==> src/rtl/arb_pkg.sv <==
// Shared types and the round-robin pick helper for async_req_arbiter.
package arb_pkg;

  typedef enum logic {IDLE = 1'b0, GRANT = 1'b1} arb_state_t;

  localparam int DEF_NUM_REQ = 4;
  localparam int MAX_REQ     = 32;

  // Index of the first set bit of req_vec[n-1:0], searching upward from ptr and wrapping.
  function automatic int rr_pick(input logic [MAX_REQ-1:0] req_vec, input int ptr, input int n);
    int idx;
    bit found;
    rr_pick = 0;
    found   = 1'b0;
    for (int i = 0; i < MAX_REQ; i++) begin
      if (i < n) begin
        idx = ptr + i;
        if (idx >= n) begin
          idx = idx - n;
        end
        if (!found && req_vec[idx[4:0]]) begin
          rr_pick = idx;
          found   = 1'b1;
        end
      end
    end
  endfunction

endpackage

==> src/rtl/req_sync.sv <==
// Multi-stage reset-low synchronizer bank for asynchronous, level-held request lines.
module req_sync #(
  parameter int WIDTH  = 4,
  parameter int STAGES = 2
) (
  input  logic             clk,
  input  logic             n_rst,
  input  logic [WIDTH-1:0] async_in,
  output logic [WIDTH-1:0] sync_out
);

  logic [WIDTH-1:0] sync_r [STAGES];

  // Shift chain: stage 0 captures the raw line, the last stage feeds arbitration.
  always_ff @(posedge clk or negedge n_rst) begin
    if (!n_rst) begin
      for (int s = 0; s < STAGES; s++) begin
        sync_r[s] <= {WIDTH{1'b0}};
      end
    end else begin
      sync_r[0] <= async_in;
      for (int s = 1; s < STAGES; s++) begin
        sync_r[s] <= sync_r[s-1];
      end
    end
  end

  assign sync_out = sync_r[STAGES-1];

endmodule

==> src/rtl/async_req_arbiter.sv <==
// Round-robin 4-phase arbiter for asynchronous requesters of one shared resource.
// Optional grant-hold timeout with lockout is enabled by defining ARB_TIMEOUT_EN.
module async_req_arbiter
  import arb_pkg::*;
#(
  parameter int NUM_REQ     = DEF_NUM_REQ,
  parameter int SYNC_STAGES = 2,
  parameter int TIMEOUT_CYC = 64
) (
  input  logic                       clk,
  input  logic                       n_rst,
  input  logic [NUM_REQ-1:0]         async_req,
  output logic [NUM_REQ-1:0]         grant,
  output logic [$clog2(NUM_REQ)-1:0] grant_id,
  output logic                       busy,
  output logic                       timeout_err
);

  localparam int                 IW      = $clog2(NUM_REQ);
  localparam logic [IW-1:0]      LAST_ID = IW'(NUM_REQ - 1);
  localparam logic [NUM_REQ-1:0] ONE_LSB = NUM_REQ'(1'b1);

  if (NUM_REQ < 2 || NUM_REQ > MAX_REQ || SYNC_STAGES < 2 || TIMEOUT_CYC < 1) begin : g_param_check
    $error("async_req_arbiter: unsupported parameter set");
  end

  logic [NUM_REQ-1:0] sreq_s;
  logic [NUM_REQ-1:0] elig_s;
  logic [IW-1:0]      pick_s;
  logic [IW-1:0]      next_ptr_s;

  arb_state_t         state_r;
  logic [NUM_REQ-1:0] grant_r;
  logic [IW-1:0]      grant_id_r;
  logic               busy_r;
  logic [IW-1:0]      rr_ptr_r;

`ifdef ARB_TIMEOUT_EN
  localparam int HW = $clog2(TIMEOUT_CYC + 1);
  logic [HW-1:0]      hold_cnt_r;
  logic               hold_last_s;
  logic [NUM_REQ-1:0] lock_r;
  logic               timeout_err_r;
`endif

  req_sync #(
    .WIDTH  (NUM_REQ),
    .STAGES (SYNC_STAGES)
  ) u_req_sync (
    .clk      (clk),
    .n_rst    (n_rst),
    .async_in (async_req),
    .sync_out (sreq_s)
  );

  // Eligible set, round-robin winner and the pointer value after the current owner.
  always_comb begin
`ifdef ARB_TIMEOUT_EN
    elig_s      = sreq_s & ~lock_r;
    hold_last_s = (hold_cnt_r == HW'(TIMEOUT_CYC - 1));
`else
    elig_s      = sreq_s;
`endif
    pick_s = IW'(rr_pick(MAX_REQ'(elig_s), int'(rr_ptr_r), NUM_REQ));
    if (grant_id_r == LAST_ID) begin
      next_ptr_s = {IW{1'b0}};
    end else begin
      next_ptr_s = grant_id_r + IW'(1);
    end
  end

  // Arbitration FSM with registered grant outputs.
  always_ff @(posedge clk or negedge n_rst) begin
    if (!n_rst) begin
      state_r       <= IDLE;
      grant_r       <= {NUM_REQ{1'b0}};
      grant_id_r    <= {IW{1'b0}};
      busy_r        <= 1'b0;
      rr_ptr_r      <= {IW{1'b0}};
`ifdef ARB_TIMEOUT_EN
      hold_cnt_r    <= {HW{1'b0}};
      lock_r        <= {NUM_REQ{1'b0}};
      timeout_err_r <= 1'b0;
`endif
    end else begin
`ifdef ARB_TIMEOUT_EN
      timeout_err_r <= 1'b0;
      // A lock survives only while the locked requester keeps its request up.
      lock_r        <= lock_r & sreq_s;
`endif
      case (state_r)
        IDLE: begin
          if (|elig_s) begin
            grant_r    <= ONE_LSB << pick_s;
            grant_id_r <= pick_s;
            busy_r     <= 1'b1;
            state_r    <= GRANT;
`ifdef ARB_TIMEOUT_EN
            hold_cnt_r <= {HW{1'b0}};
`endif
          end else begin
            grant_r <= {NUM_REQ{1'b0}};
            busy_r  <= 1'b0;
          end
        end
        GRANT: begin
          if (!sreq_s[grant_id_r]) begin
            grant_r  <= {NUM_REQ{1'b0}};
            busy_r   <= 1'b0;
            rr_ptr_r <= next_ptr_s;
            state_r  <= IDLE;
          end
`ifdef ARB_TIMEOUT_EN
          else if (hold_last_s) begin
            grant_r              <= {NUM_REQ{1'b0}};
            busy_r               <= 1'b0;
            rr_ptr_r             <= next_ptr_s;
            state_r              <= IDLE;
            timeout_err_r        <= 1'b1;
            lock_r[grant_id_r]   <= 1'b1;
          end else begin
            hold_cnt_r <= hold_cnt_r + HW'(1);
          end
`else
          else begin
            grant_r <= grant_r;
          end
`endif
        end
        default: begin
          grant_r <= {NUM_REQ{1'b0}};
          busy_r  <= 1'b0;
          state_r <= IDLE;
        end
      endcase
    end
  end

  assign grant    = grant_r;
  assign grant_id = grant_id_r;
  assign busy     = busy_r;
`ifdef ARB_TIMEOUT_EN
  assign timeout_err = timeout_err_r;
`else
  assign timeout_err = 1'b0;
`endif

endmodule

==> config.mk <==
export PLATFORM = sky130hd
export DESIGN_NAME = async_req_arbiter
export DESIGN_NICKNAME = d
export VERILOG_FILES = /design/src/rtl/arb_pkg.sv /design/src/rtl/req_sync.sv /design/src/rtl/async_req_arbiter.sv
export SDC_FILE = /design/constraint.sdc
export NUM_CORES = 1
export LEC_CHECK = 0
export CORE_MARGIN = 5
export CORE_UTILIZATION = 50
export CTS_CLUSTER_DIAMETER = 200
export DETAILED_ROUTE_END_ITERATION = 8
export MAX_ROUTING_LAYER = met4
export PLACE_DENSITY = 0.85
export RECOVER_POWER = 50
export SYNTH_ARGS = -nofsm -noshare
export SYNTH_HDL_FRONTEND = slang
export SYNTH_SLANG_ARGS = --single-unit
==> constraint.sdc <==
create_clock -name clk -period 5.4 [get_ports clk]
set_input_delay 1.08 -clock clk [delete_from_list [all_inputs] [get_ports clk]]
set_output_delay 1.08 -clock clk [all_outputs]
set_load 0.1 [all_outputs]
==> out/results.tsv <==
metric	value	unit
run status	completed	
worst-case clock skew	0.00744	ns
horizontal extent of the die	52.4	µm
wire length on met2	735	µm
number of design-rule violations left by the first detailed-router iteration	22	
proportion of netlist area held by the largest area contributor	50.2	%
wire length on met1	708	µm
# hold bufs at CTS	0	
highest-count cells in the layout ignoring fill and taps	sky130_fd_sc_hd__dfrtp_1, sky130_fd_sc_hd__nand2_1, sky130_fd_sc_hd__nor2_1, sky130_fd_sc_hd__clkdlybuf4s50_1	
drc violations	0	
maximum level of the CTS H-tree	1	
Worst Path Class, Setup	reg -> out	
number of primary I/O pins	14	
Crit path max-delay family	buffers and inverters	
Critical-path top delay cell	sky130_fd_sc_hd__clkdlybuf4s50_1	
Hold Fails Final Rpt	0	
number of nets with antenna violations after routing	0	
TritonCTS clock tree	done	
row count	15	
most common cell after layout, fill and taps aside	sky130_fd_sc_hd__dfrtp_1	
Die Ht	52.4	µm
worst slew slack as a fraction of its limit	35.0	%
Tmin final	2.97	ns
Post-Route WL	1590	µm
number of enable flip-flop cells after synthesis	0	
worst-case clock buffer depth	2	
cell types with the largest area share after synthesis	sky130_fd_sc_hd__dfrtp_1, sky130_fd_sc_hd__ha_1, sky130_fd_sc_hd__nand2_1	
setup repair after global routing missed its margin	false	
final layout net count	106	
count of buffers inserted at the top-level ports	12	
buffers and inverters on the worst path	1	
Inserted Diodes	0	
total setup violations reported at the end of the flow	0	
via count of the first global-routing pass	618	
clock-pin slew reported for the worst setup and hold paths after clock tree synthesis	0.10	ns
Final GP Congestion	0.883	
nature of the critical path startpoint	register	
overall global routing resource usage	13.9	%
number of nets in the synthesized netlist	91	
global-route wire length before repair	2690	µm
Fmax achieved	337	MHz
slowest cell delay on critical path	1.16	ns
Ys Warns	0	
overflow left after global routing	0	
most used flip-flop cell after synthesis	sky130_fd_sc_hd__dfrtp_1	
crit-path cells	clkdlybuf4s50_1	
data arrival time of the critical path	1.89	ns
mapped cell area	897	µm²
count of clock tree sinks	18	
register area share after synthesis	50.2	%
routed wire length on met3	91	µm
initial cell density of the core	52.5	%
Crit Path Max Fanout	5	
cell chosen for the clock root	sky130_fd_sc_hd__clkbuf_4	
largest net degree at the start of global routing	19	
Async S/R FF share, synth	100	%
Die ar.	2740	µm²
share of cells above drive strength 1	10.6	%
via count normalized by instance count	5.61	
post-synth top area cell	sky130_fd_sc_hd__dfrtp_1	
TritonCTS buffer count	3	
number of max-cap violations	0	
Crit path required time	4.32	ns
vias	668	
dpl hpwl	1240	µm
number of unique standard cell types used by synthesis	33	
max layer used	met4	
path type of the worst min-delay path	reg -> reg	
Syn Area/Cell	11.2	µm²
CP endpoint kind	primary output	
number of pins with negative max-slew slack in the final report	0	
Post-Synthesis Cells	80	
number of post-CTS setup repair buffers	0	
antenna violations before repair	0	
DR pass1 iterations	4	
routed length per instance	13.3	µm
fraction of the cycle the final worst path needs	55.0	%
Resized cells post-CTS	0	
flops & latches, synth	18	
Area growth, synth to finish	18.8	%
core area	1710	µm²
clock insertion delay at the later pin of the skew report	0.29	ns
Worst Tran Pin Value	0.972	ns
Post-Route Setup TNS	0	ns
-- path summary, 6_finish.rpt --
path | start | end | slack, ns | cells after the start
setup / recovery | grant_id[0]$_DFFE_PN0P_ | grant_id[0] | 2.43 | 1
min in group asynchronous | n_rst | grant[3]$_DFFE_PN0P_ | 1.29 | 1
setup reg to reg | rr_ptr_r[0]$_DFFE_PN0P_ | grant[2]$_DFFE_PN0P_ | 3.07 | 6
hold / removal | u_req_sync.sync_r[6]$_DFF_PN0_ | u_req_sync.sync_out[2]$_DFF_PN0_ | 0.36 | 0
max in group asynchronous | n_rst | u_req_sync.sync_out[1]$_DFF_PN0_ | 3.63 | 1
hold reg to reg | u_req_sync.sync_r[6]$_DFF_PN0_ | u_req_sync.sync_out[2]$_DFF_PN0_ | 0.36 | 0
-- registers in the layout, indices dropped and copies added (netlist names) --
name / flops
busy: 1
rr_ptr_r: 2
u_req_sync.sync_r: 4
u_req_sync.sync_out: 4
grant: 4
state_r: 1
grant_id: 2
-- cells in the mapped netlist (2+ instances only) --
cell,count
sky130_fd_sc_hd__nand2_1,9
sky130_fd_sc_hd__a21oi_1,2
sky130_fd_sc_hd__inv_1,2
sky130_fd_sc_hd__ha_1,5
sky130_fd_sc_hd__a22o_1,2
sky130_fd_sc_hd__o21ai_1,3
sky130_fd_sc_hd__nor3_1,2
sky130_fd_sc_hd__mux2i_1,3
sky130_fd_sc_hd__nor2_1,7
sky130_fd_sc_hd__dfrtp_1,18
sky130_fd_sc_hd__mux2_2,3
sky130_fd_sc_hd__o21ai_0,3
-- through the flow --
stage | hold slack, ns | utilization (%) | setup WS [ns] | area [µm²] | instances
2_1_floorplan | 0.331 | - | 3.22 | 897 | 80
3_3_place_gp | 0.331 | 60.3 | 2.78 | 1030 | 115
3_5_place_dp | 0.335 | 60.3 | 2.77 | 1030 | 115
4_1_cts | 0.356 | 62.4 | 2.42 | 1070 | 119
5_1_grt | 0.362 | 62.4 | 2.38 | 1070 | 119
6_report | 0.355 | 62.4 | 2.43 | 1070 | 119
-- layer usage --
metal | vias up | track usage, %
li1 | 313 | -
met1 | 318 | 17.2
met2 | 30 | 19.8
met3 | 7 | 2.85
met4 | 0 | 10.6
met5 | - | -
-- final cells by class --
type,instances,area [µm²]
Clock buffer,4,36.3
Fill cell,131,642
Tap cell,25,31.3
Multi-Input combinational cell,58,420
Sequential cell,18,450
Inverter,2,7.51
Timing Repair Buffer,12,120
-- cells by family (layout without fill, tap and decap cells) --
logic type | Yosys count | in the layout | synth area share [%]
flops | 18 | 18 | 50.2
other cells | 1 | 1 | 0.418
mux | 7 | 7 | 9.62
simple gates | 26 | 26 | 13.8
buf+inv | 4 | 18 | 2.93
fa+ha+maj | 5 | 5 | 6.97
compound gates | 19 | 19 | 16.0
Power is left out: the tool's default activity adds up to more than one toggle a clock period on the data nets, which glitch-free logic cannot reach.
